$ cat src/rtl/ooc_util_pkg.sv
// Shared helpers for the out-of-context harness blocks: shifter states,
// default polynomials and the bus-to-signature XOR fold.
package ooc_util_pkg;

  typedef enum logic {
    IDLE  = 1'b0,
    SHIFT = 1'b1
  } shift_state_e;

  localparam logic [31:0] CRC32_POLY = 32'h04C1_1DB7;
  localparam logic [15:0] CRC16_POLY = 16'h8005;

  localparam int unsigned FOLD_MAX_W   = 1024;
  localparam int unsigned FOLD_MAX_SIG = 64;
  localparam int unsigned FOLD_IDX_W   = $clog2(FOLD_MAX_SIG);

  // Bit i of the result is the XOR of data[k*sig_width + i] for all k with index < width.
  function automatic logic [FOLD_MAX_SIG-1:0] fold(input logic [FOLD_MAX_W-1:0] data,
                                                   input int unsigned width,
                                                   input int unsigned sig_width);
    logic [FOLD_MAX_SIG-1:0] acc;
    acc = '0;
    for (int unsigned i = 0; i < FOLD_MAX_W; i++) begin
      if (i < width) acc[FOLD_IDX_W'(i % sig_width)] ^= data[i];
    end
    return acc;
  endfunction

endpackage

$ cat src/rtl/output_signature_compactor_if.sv
// Observed-bus input and serial/parallel signature outputs of the compactor.
interface output_signature_compactor_if #(
  parameter int unsigned WIDTH     = 64,
  parameter int unsigned SIG_WIDTH = 32
);
  logic                 en;
  logic [WIDTH-1:0]     data_in;
  logic                 sig_bit;
  logic                 sig_valid;
  logic                 sig_last;
  logic [SIG_WIDTH-1:0] sig_word;
  logic [15:0]          window_count;

  modport master (output en, data_in,
                  input  sig_bit, sig_valid, sig_last, sig_word, window_count);
  modport slave  (input  en, data_in,
                  output sig_bit, sig_valid, sig_last, sig_word, window_count);
endinterface

$ cat src/rtl/signature_misr.sv
// Multiple-input signature register: shift-left LFSR with parallel fold injection.
module signature_misr
  import ooc_util_pkg::*;
#(
  parameter int unsigned          SIG_WIDTH = 32,
  parameter logic [SIG_WIDTH-1:0] POLY      = SIG_WIDTH'(CRC32_POLY),
  parameter logic [SIG_WIDTH-1:0] SEED      = '0
) (
  input  logic                 clk,
  input  logic                 reset,
  input  logic                 en,
  input  logic                 clear,
  input  logic [SIG_WIDTH-1:0] fold_in,
  output logic [SIG_WIDTH-1:0] misr_q,
  output logic [SIG_WIDTH-1:0] misr_next
);

  always_comb begin
    misr_next = {misr_q[SIG_WIDTH-2:0], 1'b0} ^ (misr_q[SIG_WIDTH-1] ? POLY : '0) ^ fold_in;
  end

  // Clear wins over accumulate so a closing window restarts from SEED.
  always_ff @(posedge clk) begin
    if (!reset)      misr_q <= SEED;
    else if (en)     misr_q <= clear ? SEED : misr_next;
  end

endmodule

$ cat src/rtl/output_signature_compactor.sv
// Compacts a wide output bus into a windowed MISR signature and streams each
// snapshot out MSB first with valid/last framing.
module output_signature_compactor
  import ooc_util_pkg::*;
#(
  parameter int unsigned          WIDTH     = 64,
  parameter int unsigned          SIG_WIDTH = 32,
  parameter logic [SIG_WIDTH-1:0] POLY      = SIG_WIDTH'(CRC32_POLY),
  parameter logic [SIG_WIDTH-1:0] SEED      = '0,
  parameter int unsigned          WINDOW    = 1024,
  parameter int unsigned          WCNT_W    = 16,
  parameter bit                   ASSERT_EN = 1'b1
) (
  input logic                        clk,
  input logic                        reset,
  output_signature_compactor_if.slave bus
);

  localparam int unsigned    CNT_W    = $clog2(WINDOW);
  localparam int unsigned    IDX_W    = $clog2(SIG_WIDTH);
  localparam logic [CNT_W-1:0] LAST_CNT = CNT_W'(WINDOW - 1);

  logic [CNT_W-1:0]     win_cnt;
  logic [WCNT_W-1:0]    wcnt;
  logic [SIG_WIDTH-1:0] fold_c;
  logic [SIG_WIDTH-1:0] misr_q;
  logic [SIG_WIDTH-1:0] misr_next;
  logic                 close_c;

  shift_state_e         state, state_nxt;
  logic [SIG_WIDTH-1:0] shreg, shreg_nxt;
  logic [IDX_W-1:0]     idx, idx_nxt;
  logic                 bit_nxt, valid_nxt, last_nxt;

  always_comb begin
    fold_c = SIG_WIDTH'(fold(FOLD_MAX_W'(bus.data_in), WIDTH, SIG_WIDTH));
  end

  assign close_c = bus.en && (win_cnt == LAST_CNT);

  signature_misr #(
    .SIG_WIDTH (SIG_WIDTH),
    .POLY      (POLY),
    .SEED      (SEED)
  ) u_misr (
    .clk       (clk),
    .reset     (reset),
    .en        (bus.en),
    .clear     (close_c),
    .fold_in   (fold_c),
    .misr_q    (misr_q),
    .misr_next (misr_next)
  );

  // Window bookkeeping; the snapshot includes the closing cycle's data.
  always_ff @(posedge clk) begin
    if (!reset) begin
      win_cnt      <= '0;
      wcnt         <= '0;
      bus.sig_word <= '0;
    end else begin
      if (bus.en) win_cnt <= close_c ? '0 : win_cnt + CNT_W'(1);
      if (close_c) begin
        bus.sig_word <= misr_next;
        if (wcnt != '1) wcnt <= wcnt + WCNT_W'(1);
      end
    end
  end

  assign bus.window_count = 16'(wcnt);

  always_ff @(posedge clk) begin
    if (!reset) begin
      state         <= IDLE;
      shreg         <= '0;
      idx           <= '0;
      bus.sig_bit   <= 1'b0;
      bus.sig_valid <= 1'b0;
      bus.sig_last  <= 1'b0;
    end else begin
      state         <= state_nxt;
      shreg         <= shreg_nxt;
      idx           <= idx_nxt;
      bus.sig_bit   <= bit_nxt;
      bus.sig_valid <= valid_nxt;
      bus.sig_last  <= last_nxt;
    end
  end

  // idx is the position of the bit currently on sig_bit; shreg holds the bits still to go.
  always_comb begin
    state_nxt = state;
    shreg_nxt = shreg;
    idx_nxt   = idx;
    bit_nxt   = 1'b0;
    valid_nxt = 1'b0;
    last_nxt  = 1'b0;
    if (close_c) begin
      state_nxt = SHIFT;
      shreg_nxt = {misr_next[SIG_WIDTH-2:0], 1'b0};
      idx_nxt   = IDX_W'(SIG_WIDTH - 1);
      bit_nxt   = misr_next[SIG_WIDTH-1];
      valid_nxt = 1'b1;
    end else if (state == SHIFT) begin
      if (idx == '0) begin
        state_nxt = IDLE;
      end else begin
        bit_nxt   = shreg[SIG_WIDTH-1];
        valid_nxt = 1'b1;
        last_nxt  = (idx == IDX_W'(1));
        shreg_nxt = {shreg[SIG_WIDTH-2:0], 1'b0};
        idx_nxt   = idx - IDX_W'(1);
      end
    end
  end

  a_seed_after_close: assert property (@(posedge clk) disable iff (!reset)
    close_c |=> misr_q == SEED);

  // A close while a frame is still streaming means WINDOW is too short for SIG_WIDTH.
  generate
    if (ASSERT_EN) begin : g_chk
      a_no_close_in_shift: assert property (@(posedge clk) disable iff (!reset)
        !(close_c && state == SHIFT));
    end
  endgenerate

endmodule

$ cat src/flat_wrapper.sv
// flat-port wrapper written by rule: the top's interface ports become plain ports
module output_signature_compactor_flat import ooc_util_pkg::*;
#(
  parameter int unsigned          WIDTH     = 64,
  parameter int unsigned          SIG_WIDTH = 32,
  parameter logic [SIG_WIDTH-1:0] POLY      = SIG_WIDTH'(CRC32_POLY),
  parameter logic [SIG_WIDTH-1:0] SEED      = '0,
  parameter int unsigned          WINDOW    = 1024,
  parameter int unsigned          WCNT_W    = 16,
  parameter bit                   ASSERT_EN = 1'b1
)
  (clk, reset, bus_en, bus_data_in, bus_sig_bit, bus_sig_valid, bus_sig_last, bus_sig_word, bus_window_count);
  output_signature_compactor_if #(.WIDTH(WIDTH), .SIG_WIDTH(SIG_WIDTH)) bus_i ();
  input logic clk;
  input logic reset;
  input wire logic [$bits(bus_i.en)-1:0] bus_en;
  input wire logic [$bits(bus_i.data_in)-1:0] bus_data_in;
  output wire logic [$bits(bus_i.sig_bit)-1:0] bus_sig_bit;
  output wire logic [$bits(bus_i.sig_valid)-1:0] bus_sig_valid;
  output wire logic [$bits(bus_i.sig_last)-1:0] bus_sig_last;
  output wire logic [$bits(bus_i.sig_word)-1:0] bus_sig_word;
  output wire logic [$bits(bus_i.window_count)-1:0] bus_window_count;
  assign bus_i.en = bus_en;
  assign bus_i.data_in = bus_data_in;
  assign bus_sig_bit = bus_i.sig_bit;
  assign bus_sig_valid = bus_i.sig_valid;
  assign bus_sig_last = bus_i.sig_last;
  assign bus_sig_word = bus_i.sig_word;
  assign bus_window_count = bus_i.window_count;
  output_signature_compactor #(.WIDTH(WIDTH), .SIG_WIDTH(SIG_WIDTH), .POLY(POLY), .SEED(SEED), .WINDOW(WINDOW), .WCNT_W(WCNT_W), .ASSERT_EN(ASSERT_EN)) u_core (.clk(clk), .reset(reset), .bus(bus_i));
endmodule
$ cat config.mk
export PLATFORM = sky130hd
export DESIGN_NAME = output_signature_compactor_flat
export DESIGN_NICKNAME = d
export VERILOG_FILES = /design/src/rtl/ooc_util_pkg.sv /design/src/rtl/output_signature_compactor_if.sv /design/src/rtl/signature_misr.sv /design/src/rtl/output_signature_compactor.sv /design/src/flat_wrapper.sv
export SDC_FILE = /design/constraint.sdc
export NUM_CORES = 1
export LEC_CHECK = 0
export ABC_AREA = 1
export BUFFER_PORTS_ARGS = -buffer_cell sky130_fd_sc_hd__buf_2
export CORE_MARGIN = 2
export CORE_UTILIZATION = 30
export DETAILED_ROUTE_END_ITERATION = 16
export REMOVE_ABC_BUFFERS = 1
export SYNTH_ARGS = -nofsm -noshare
export SYNTH_HDL_FRONTEND = slang
export SYNTH_HIERARCHICAL = 1
export SYNTH_SLANG_ARGS = --single-unit
export TNS_END_PERCENT = 10
$ cat constraint.sdc
create_clock -name clk -period 2.48 [get_ports clk]
set_clock_uncertainty 0.2 [all_clocks]
set_input_delay 0.496 -clock clk [delete_from_list [all_inputs] [get_ports clk]]
set_output_delay 0.496 -clock clk [all_outputs]
set_load 0.005 [all_outputs]
==> results of run 1 <==
-- worst max-delay path by stage --
| stage | from | to | cells after the start |
|---|---|---|---|
| after floorplan | u_core/win_cnt[0]$_SDFFE_PN0P_ | u_core/bus.sig_word[1]$_SDFFE_PN0N_ | 8 |
| after global placement | bus_en | u_core/shreg[21]$_SDFFE_PN0P_ | 10 |
| after detailed placement | bus_en | u_core/shreg[18]$_SDFFE_PN0P_ | 10 |
| after CTS | u_core/win_cnt[0]$_SDFFE_PN0P_ | u_core/shreg[18]$_SDFFE_PN0P_ | 10 |
| after global routing | u_core/win_cnt[0]$_SDFFE_PN0P_ | u_core/shreg[18]$_SDFFE_PN0P_ | 10 |
| final | u_core/win_cnt[0]$_SDFFE_PN0P_ | u_core/shreg[18]$_SDFFE_PN0P_ | 10 |
-- per-layer routing --
metal	GRT usage (%)	part of all wire (%)	vias up	wire, um
met5	0	0	-	0
met2	23.8	46	100	7200
met4	4.95	1.4	0	223
met1	18.8	48	2497	7560
li1	-	-	3032	-
met3	3.24	4.3	17	672
-- cell families (layout without fill, tap and decap cells) --
kind of cell	after synthesis	in the layout	synth area share, %
adders and majority gates	4	4	0.775
buffers and inverters	95	220	7.36
xor gates and xnor gates	58	58	7.87
DFF	129	129	40.0
AOI/OAI and AO/OA	93	93	8.28
and+or+nand+nor	517	517	35.7
-- flip-flops by register name, indices dropped and copies added (netlist names) --
name                     count
u_core/bus.sig_word         32
u_core/idx                   5
u_core/bus.sig_valid         1
u_core/bus.sig_last          1
u_core/bus.sig_bit           1
u_core/u_misr/misr_q        32
u_core/bus.window_count     16
u_core/win_cnt              10
u_core/shreg                31
-- critical path, cell delays in order, from the launching register on --
cell and delay [ns]:
dfxtp_1 0.37, ha_1 0.20, nand2_2 0.09, nor2_4 0.13
nand2_2 0.10, nor2_8 0.35, buf_4 0.28, nand2_1 0.09
nand2_1 0.07, nand2_1 0.05, nand2_1 0.07
-- layout make-up --
cell class	instances	share of cell area (%)
well taps	275	4.39
inverters	59	2.85
flip-flops and latches	129	32.9
clock buffers	24	6.39
clock inverters	5	0.989
repair buffers	132	9.06
multi-input cells	672	43.4
-- power groups by stage --
| stage | registers [mW] | clock network, mW | logic [mW] |
|---|---|---|---|
| global route | 2.17 | 2.65 | 0.589 |
| finish | 2.17 | 2.48 | 0.518 |
| CTS | 2.17 | 2.54 | 0.527 |
| global placement | 2.21 | 0 | 0.521 |
| detailed placement | 2.21 | 0 | 0.524 |
| floorplan | 2.21 | 0 | 0.353 |
-- through the flow --
| stage | hold slack, ns | power (mW) |
|---|---|---|
| finish | 0.228 | 5.16 |
| global route | 0.230 | 5.42 |
| CTS | 0.209 | 5.23 |
| detailed placement | 0.227 | 2.74 |
| global placement | 0.229 | 2.73 |
| floorplan | 0.219 | 2.56 |
-- synth_stat cells (4+ instances only) --
library cell / instances
nor2_1: 25
xor2_1: 55
inv_1: 51
nor3_1: 8
nand2_2: 9
a21oi_1: 61
buf_6: 9
o21ai_1: 5
nand4_1: 6
inv_2: 6
dfxtp_1: 129
o21ai_0: 7
clkbuf_1: 7
ha_1: 4
and2_1: 13
buf_2: 15
nand3_2: 23
a21oi_2: 17
nand3_1: 20
nand2_1: 396
==> qor.csv, run 1 <==
metric,value,unit
measured slew at the worst slew-check pin,0.481,ns
Fin. Hold Viols,0,
critical path required time,2.64,ns
port bufs,117,
Routed WL,15700,um
vias in the first global route,5302,
GPL Wtd Cong,0.783,
Synth Flop Type,dfxtp_1,
"Warnings, synthesis",6,
Sw Ratio,23.8,%
row count,53,
power density over cell area,658,nW/um^2
Clock power frac,48.0,%
#FFs+latches synth,129,
Post-synth EDFFs,0,
maxcap violations,0,
nets,1082,
Area after DPL,7270,sq um
"Setup Fix Bufs, Post-CTS",0,
Total GRT Usage,14.5,%
CTS resizes,0,
n_diodes,0,
width of the die,151,um
CP Data Arrival Time,2.23,ns
Worst Min Path Start,bus_en,
largest net degree at the start of global routing,33,
synth top area cells,"dfxtp_1 (40%), nand2_1 (23%), xor2_1 (7.5%)",
"commonest non-fill, non-tap cell in the layout",nand2_1,
period utilization,83.7,%
slack of the worst reg-to-reg path,0.40,ns
pre-CTS WS,0.392,ns
first-pass GRT wire length,25900,um
VDD IR-drop max,0.408,mV
fin cells,1296,
initial antenna violation count,0,
Final Max Slew Viols,0,
"Non-Filler Cell Area, Final",7850,sq um
Combinational Power Share,10.0,%
via count,5646,
hold path cells,3,
worst skew pair latency,0.41,ns
Chip Height,151,um
Post-Synthesis Cell Area,6460,sq um
"area leader, netlist",dfxtp_1,
via/cell ratio,4.36,
H-tree levels,4,
share of the synthesized area in the top cell type,40.0,%
Die ar.,22700,sq um
HP Class,in2reg,
Post-DP HPWL,10900,um
sequential share of the synthesized area,40.0,%
Starting Density,30.6,%
Synth async-reset ratio,0,%
root buffer cell,clkbuf_16,
critical path class,reg2reg,
R2R Path Start,u_core/win_cnt[0]$_SDFFE_PN0P_,
reg2reg path depth,10,
WHS Endpoint,u_core/win_cnt[1]$_SDFFE_PN0P_,
"Setup violations, final",0,
CTS tree,yes,
Reg area,2580,sq um
Period minus WS final,2.08,ns
Power Internal,3.93,mW
CP Capture Type,flop,
drc violations,0,
Routed Antenna Nets,0,
Post-Route Utilization,37.2,%
final critical-path setup slack,0.404,ns
clk buf depth,2,
status,finished clean,
detailed router's first-iteration violation count,269,
Detailed Routing Iterations Pass 1,4,
Slew HR,67.7,%
setup TNS,0,ns
Synth Instances,896,
CTS Hold Bufs,0,
RSZ-0062 raised after global routing,false,
Synth-to-Final Area Change,21.5,%
Psw,1.23,mW
CP max FO,19,
Clock transition at path regs,0.05,ns
drt wl/cell,12.1,um
placed cells,1267,
reg-to-reg endpoint,u_core/shreg[18]$_SDFFE_PN0P_,
Startpoint Class,flop,
synth unique cells,38,
CTS buffer count,17,
Layout fillers,2222,
"Avg Cell Area, Syn",7.21,sq um
I/O pin total,118,
fmax,482,MHz
CTS Sinks,129,
share of cells above drive strength 1,22.3,%
multi-input logic area,3410,sq um
most frequent cells in the layout,"nand2_1 (396), dfxtp_1 (129), buf_2 (117), a21oi_1 (61), xor2_1 (55)",
Core Region,21100,sq um
part of the power in registers,42.0,%
grt total ovfl,0,
Leakage,3.72,nW
No activity file was read; power rests on OpenSTA's default activity.
==> run 2, diff against run 1 <==
--- a/config.mk
+++ b/config.mk
@@ -5,7 +5,7 @@
 export SDC_FILE = /design/constraint.sdc
 export NUM_CORES = 1
 export LEC_CHECK = 0
-export ABC_AREA = 1
+export ABC_AREA = 0
 export BUFFER_PORTS_ARGS = -buffer_cell sky130_fd_sc_hd__buf_2
 export CORE_MARGIN = 2
 export CORE_UTILIZATION = 30
==> constraint.sdc (replaced) <==
create_clock -name clk -period 1.83 [get_ports clk]
set_clock_uncertainty 0.2 [all_clocks]
set_input_delay 0.366 -clock clk [delete_from_list [all_inputs] [get_ports clk]]
set_output_delay 0.366 -clock clk [all_outputs]
set_load 0.005 [all_outputs]
==> run 2 against run 1 <==
  * The run now ends with negative setup slack left
  * Sequential power up 36%
  * Global-route usage increased by 0.83 points
  * Power is 40% higher
  * Critical path type unchanged
  * Die area down 7.9%
  * Cell count is 13% lower
  * Worst setup slack got worse by 0.64 ns
  * Register-to-register slack worse by 0.64 ns
  * Via count shrank 3.6%
  * Critical path depth shrank 4
  * Non-clock buffer count grew 50
==> qor.csv, run 2 <==
metric,value,unit,change
Slew HR,48.5,%,-19 points
H-tree levels,4,,unchanged
critical path class,reg2reg,,
fmax,484,MHz,+0.50%
Synth-to-Final Area Change,35.2,%,
Synth async-reset ratio,0,%,unchanged
Layout fillers,1958,,-12%
Post-Synthesis Cell Area,5940,sq um,-8.1%
Starting Density,30.5,%,-0.12 points
Period minus WS final,2.07,ns,-0.0104 ns
synth top area cells,"dfxtp_1 (44%), nand2_1 (8.9%), xor2_1 (8.1%)",,
status,finished with violations,,
root buffer cell,clkbuf_16,,
largest registers,"u_core/bus.sig_word x32, u_core/u_misr/misr_q x32, u_core/shreg x31",,
Fin. Hold Viols,0,,unchanged
width of the die,145,um,-4.0%
"area leader, netlist",dfxtp_1,,
Startpoint Class,flop,,
grt total ovfl,0,,unchanged
port bufs,117,,unchanged
Routed Antenna Nets,0,,unchanged
maxcap violations,0,,unchanged
measured slew at the worst slew-check pin,0.769,ns,+0.288 ns
worst skew pair latency,0.42,ns,about the same
CP max stage cell,or4_4,,
VDD IR-drop max,0.704,mV,+73%
nets,922,,-15%
Total GRT Usage,15.3,%,+0.83 points
Detailed Routing Iterations Pass 1,7,,+3
CTS tree,yes,,
critical path required time,1.98,ns,-0.66 ns
Chip Height,145,um,-4.0%
top-count cell post-synth,nand2_1,,
Worst Min Path Start,bus_data_in[28],,
"Setup violations, final",121,,+121
Area after DPL,7130,sq um,-1.9%
Post-DP HPWL,10000,um,-7.9%
clk buf depth,2,,unchanged
CTS buffer count,17,,unchanged
crit-path cells,ha_4 > and4_4 > nand4_4 > buf_12 > or4_4 > a21oi_2,,
final critical-path setup slack,-0.236,ns,-0.640 ns
CP Data Arrival Time,2.21,ns,-0.02 ns
synth unique cells,41,,+7.9%
Leakage,3.18,nW,-15%
CP Capture Type,flop,,
Post-Route Utilization,41.2,%,+4.0 points
Post-synth EDFFs,0,,unchanged
Clock transition at path regs,0.06,ns,about the same
crit path from,u_core/win_cnt[1]$_SDFFE_PN0P_,,
detailed router's first-iteration violation count,289,,+7.4%
drt wl/cell,14.3,um,+18%
via count,5444,,-3.6%
CP max FO,6,,-13
first-pass GRT wire length,25400,um,-1.9%
most frequent cells in the layout,"nand2_1 (141), dfxtp_1 (125), buf_2 (117), a21oi_1 (63), xor2_1 (55)",,
Core Region,19500,sq um,-7.7%
violated checks,negative setup slack,,
Critical Path Max Stage Delay,0.51,ns,+0.14 ns
RSZ-0062 raised after global routing,true,,
"Avg Cell Area, Syn",8.48,sq um,+18%
sequential share of the synthesized area,43.5,%,+3.5 points
"Warnings, synthesis",6,,unchanged
via/cell ratio,4.82,,+11%
initial antenna violation count,0,,unchanged
HP Class,in2reg,,
vias in the first global route,4999,,-5.7%
share of the synthesized area in the top cell type,43.5,%,+3.5 points
most frequent cells after synthesis,"nand2_1 (141), dfxtp_1 (129), a21oi_1 (69), xor2_1 (55), nor2b_1 (41)",,
Routed WL,16100,um,+3.1%
n_diodes,0,,unchanged
period utilization,113,%,+29 points
"commonest non-fill, non-tap cell in the layout",nand2_1,,
Synth Flop Type,dfxtp_1,,
I/O pin total,118,,unchanged
CTS Sinks,129,,unchanged
R2R Path Start,u_core/win_cnt[1]$_SDFFE_PN0P_,,
share of cells above drive strength 1,28.7,%,+6.4 points
#FFs+latches synth,129,,unchanged
"Non-Filler Cell Area, Final",8020,sq um,+2.3%
row count,51,,-3.8%
Synth Instances,700,,-22%
power density over cell area,902,nW/um^2,+37%
drc violations,0,,unchanged
Final Max Slew Viols,0,,unchanged
GPL Wtd Cong,0.812,,+3.8%
Die ar.,20900,sq um,-7.9%
largest net degree at the start of global routing,41,,+24%
==> run 2: changes by cell type after synthesis, moves of 13 or more <==
cell,delta
nand2_1,-255
inv_1,-48
nor2b_1,+41
a31oi_1,+31
xnor2_1,+26
o21ai_0,+25
clkbuf_1,+23
nand3_2,-23
a21oi_2,-17
nor2_1,-16
a32o_1,+13
and2_1,-13
==> run 2: area by class of cell <==
cell class,instances,area (sq um),share of cell area [%]
multi-input combinational,516,3260,40.7
sequential,129,2590,32.2
timing repair buffer,182,1210,15.1
clock buffer,20,457,5.69
tap,265,332,4.13
clock inverter,12,155,1.93
inverter,5,18.8,0.234
==> run 2: critical path, delay by kind of cell (launching register included) <==
family	cells	cell delay [ns]
buffers and inverters	1	0.21
AND/OR/NAND/NOR	3	0.94
AO/OA/AOI/OAI	1	0.13
flip-flops	1	0.36
adder cells (fa/ha/maj)	1	0.15
==> run 2: path summary, 6_finish.rpt <==
check	depth (start not counted)	endpoint	slack (ns)
min	5	u_core/bus.sig_word[28]$_SDFFE_PN0N_	0.22
max	6	u_core/bus.window_count[15]$_SDFFE_PN0P_	-0.24
max reg2reg	6	u_core/bus.window_count[15]$_SDFFE_PN0P_	-0.24
min reg2reg	2	u_core/bus.sig_word[12]$_SDFFE_PN0N_	0.25
==> run 2: cell families (layout without fill, tap and decap cells) <==
| group | after synthesis | after routing | synth area share (%) |
|---|---|---|---|
| buffers and inverters | 56 | 219 | 4.34 |
| AO/OA/AOI/OAI | 160 | 160 | 15.8 |
| adder cells (fa/ha/maj) | 4 | 4 | 0.843 |
| AND/OR/NAND/NOR | 260 | 261 | 21.9 |
| XOR/XNOR | 84 | 84 | 12.4 |
| multiplexers | 7 | 7 | 1.18 |
| flip-flops | 129 | 129 | 43.5 |
==> run 2: per-stage QoR <==
step | setup slack (ns) | hold slack [ns] | TNS (ns) | total power, mW | instances
3_5_place_dp | -0.340 | 0.245 | -18.91 | 3.75 | 1089
4_1_cts | -0.199 | 0.203 | -3.78 | 7.31 | 1125
6_report | -0.236 | 0.218 | -8.99 | 7.24 | 1129
2_1_floorplan | -1.75 | 0.248 | -139.86 | 3.47 | 649
3_3_place_gp | -0.265 | 0.242 | -14.34 | 3.75 | 1089
5_1_grt | -0.287 | 0.240 | -19.20 | 7.55 | 1129
==> run 2: metal layers <==
layer / global-route usage, % / wire length (um) / vias to the layer above
met1: 21.1 / 7680 / 2582
met2: 24.1 / 7580 / 142
met5: 0 / 0 / -
li1: - / - / 2707
met3: 3.46 / 742 / 13
met4: 4.45 / 141 / 0
==> run 2: where the power goes <==
part,internal [mW],switching (mW)
Combinational,0.350,0.408
Clock,2.22,1.30
Sequential,2.90,0.0610
Total,5.47,1.77
==> run 2: timing repair <==
item,4_1_cts,5_1_grt
endpoints found under the setup margin,105,123
gates resized for setup,10,42
pin swaps,7,19
buffers inserted,3,2
gates cloned,1,2
hold buffers,0,0
==> run 3, diff against run 2 <==
==> constraint.sdc (replaced) <==
create_clock -name clk -period 2.4 [get_ports clk]
set_clock_uncertainty 0.2 [all_clocks]
set_input_delay 0.48 -clock clk [delete_from_list [all_inputs] [get_ports clk]]
set_output_delay 0.48 -clock clk [all_outputs]
set_load 0.005 [all_outputs]
==> run 3 against run 2 <==
  * The flow now finishes without violations
  * Power is 30% lower
  * Design area fell by 8.4%
  * Via count is 5.6% lower
  * Worst setup slack better by 0.42 ns
  * Critical endpoint is now u_core/u_misr/misr_q[14]$_SDFFE_PN0P_
  * Sequential share of layout area is 2.9 points higher
  * Utilization shrank 3.5 points
==> qor.csv, run 3 (synthesized netlist as in run 2, its figures left out) <==
metric,value,unit,change
WHS Endpoint,u_core/shreg[14]$_SDFFE_PN0P_,,
"Setup violations, final",0,,-100%
drt wl/cell,13.6,um,-4.6%
fin cells,1085,,-3.9%
Die ar.,20900,sq um,unchanged
crit-path cells,ha_1 > and4_1 > nand4_4 > inv_2 > nor2b_2 > a21oi_1 > nor2b_1,,
Leakage,2.84,nW,-11%
drc violations,0,,unchanged
status,finished clean,,
"commonest non-fill, non-tap cell in the layout",nand2_1,,
critical path class,reg2reg,,
Slew HR,42.3,%,-6.2 points
CTS Sinks,129,,unchanged
part of the power in registers,44.2,%,+3.3 points
CP max FO,16,,+10
width of the die,145,um,unchanged
Combinational Power Share,10.7,%,+0.2 points
root buffer cell,clkbuf_16,,
CTS buffer count,17,,unchanged
Layout fillers,2015,,+2.9%
Routed WL,14800,um,-8.3%
RSZ-0062 raised after global routing,false,,
reg2reg path depth,7,,+1
reg-to-reg endpoint,u_core/u_misr/misr_q[14]$_SDFFE_PN0P_,,
CTS tree,yes,,
CP Capture Type,flop,,
Total GRT Usage,14.5,%,-0.82 points
"Non-Filler Cell Area, Final",7350,sq um,-8.4%
port bufs,117,,unchanged
via/cell ratio,4.74,,-1.8%
critical path required time,2.55,ns,+0.57 ns
most frequent cells in the layout,"nand2_1 (141), dfxtp_1 (129), buf_2 (117), a21oi_1 (69), xor2_1 (55)",,
Clock power frac,45.1,%,-3.6 points
worst skew pair latency,0.41,ns,about the same
via count,5138,,-5.6%
Psw,1.28,mW,-28%
Fin. Hold Viols,0,,unchanged
Critical Path Max Stage Delay,0.68,ns,+0.17 ns
clk buf depth,2,,unchanged
crit path from,u_core/win_cnt[0]$_SDFFE_PN0P_,,
H-tree levels,4,,unchanged
Routed Antenna Nets,0,,unchanged
period utilization,92.5,%,-20 points
n_diodes,0,,unchanged
detailed router's first-iteration violation count,264,,-8.7%
Sw Ratio,25.1,%,+0.66 points
Clock transition at path regs,0.06,ns,about the same
placed cells,1052,,-3.4%
Tot Pwr,5.10,mW,-30%
grt total ovfl,0,,unchanged
Final Max Slew Viols,0,,unchanged
Area after DPL,6820,sq um,-4.4%
power density over cell area,694,nW/um^2,-23%
Period minus WS final,2.22,ns,+0.154 ns
critical path buffer and inverter count,1,,unchanged
final hold slack,0.191,ns,-0.0272 ns
nets,878,,-4.8%
measured slew at the worst slew-check pin,0.862,ns,+0.0929 ns
Core Region,19500,sq um,unchanged
largest registers,"u_core/bus.sig_word x32, u_core/u_misr/misr_q x32, u_core/shreg x31",,
initial antenna violation count,0,,unchanged
multi-input logic area,3120,sq um,-4.3%
first-pass GRT wire length,24100,um,-5.3%
I/O pin total,118,,unchanged
VDD IR-drop max,0.466,mV,-34%
pre-CTS WS,0.152,ns,+0.492 ns
hold path cells,3,,-2
Worst Min Path Start,reset,,
Detailed Routing Iterations Pass 1,5,,-2
R2R Path Start,u_core/win_cnt[0]$_SDFFE_PN0P_,,
CTS Hold Bufs,0,,unchanged
Starting Density,30.5,%,unchanged
HP Class,in2reg,,
Post-Route Utilization,37.8,%,-3.5 points
Reg area,2580,sq um,-0.19%
Post-DP HPWL,9510,um,-4.9%
Startpoint Class,flop,,
CP max stage cell,nor2b_2,,
GPL Wtd Cong,0.791,,-2.6%
final critical-path setup slack,0.181,ns,+0.416 ns
Chip Height,145,um,unchanged
vias in the first global route,4857,,-2.8%
share of cells above drive strength 1,21.7,%,-7.0 points
row count,51,,unchanged
Synth-to-Final Area Change,23.8,%,
CP Data Arrival Time,2.37,ns,+0.16 ns
slack of the worst reg-to-reg path,0.18,ns,+0.42 ns
Crit path max-delay family,simple AND/OR/NAND/NOR gates,,
critical path depth in cells,7,,+1
"Setup Fix Bufs, Post-CTS",0,,-3
Power Internal,3.82,mW,-30%
fmax,451,MHz,-6.9%
setup TNS,0,ns,+8.99 ns
largest net degree at the start of global routing,51,,+24%
maxcap violations,0,,unchanged
==> run 3: cell count changes in the layout (fill, tap and decap cells not counted), sizes merged <==
cell | previous run | this run
buf | 180 | 138
bufinv | 3 | 0
clkinv | 5 | 9
clkinvlp | 2 | 0
inv | 7 | 6
==> run 3: timing repair <==
item / CTS / global route
gates resized for setup: 0 / 0
setup endpoints to repair: 0 / 2
endpoints found under the hold margin: 0 / 0
==> run 3: layout make-up <==
cell class	instances	area share, %
clock buffer	22	6.32
clock inverter	10	0.834
inverter	5	0.255
multi-input combinational	516	42.5
sequential	129	35.1
tap	265	4.51
timing repair buffer	138	10.5
==> run 3: worst register-to-register path: stages, from the launching register on <==
cell	delay (ns)
dfxtp_1	0.33
ha_1	0.22
and4_1	0.25
nand4_4	0.12
inv_2	0.07
nor2b_2	0.68
a21oi_1	0.15
nor2b_1	0.13
==> run 3: per-layer routing <==
layer  wire (um)  up-vias  global-route usage (%)
met2        6820      113                    23.8
met4          66        0                    3.37
li1            -     2621                       -
met3         610        5                    3.52
met1        7300     2399                    19.4
met5           0        -                       0
==> run 3: worst max-delay path by stage <==
stage	to
after global placement	u_core/bus.window_count[10]$_SDFFE_PN0P_
after global routing	u_core/bus.window_count[13]$_SDFFE_PN0P_
after CTS	u_core/u_misr/misr_q[27]$_SDFFE_PN0P_
after detailed placement	u_core/u_misr/misr_q[27]$_SDFFE_PN0P_
after floorplan	u_core/u_misr/misr_q[0]$_SDFFE_PN0P_
final	u_core/u_misr/misr_q[14]$_SDFFE_PN0P_
==> run 3: power by group through the flow <==
stage | combinational, mW | sequential [mW] | clock, mW
finish | 0.546 | 2.25 | 2.30
global route | 0.611 | 2.26 | 2.45
CTS | 0.549 | 2.25 | 2.36
detailed placement | 0.546 | 2.30 | 0
global placement | 0.541 | 2.30 | 0
floorplan | 0.352 | 2.30 | 0
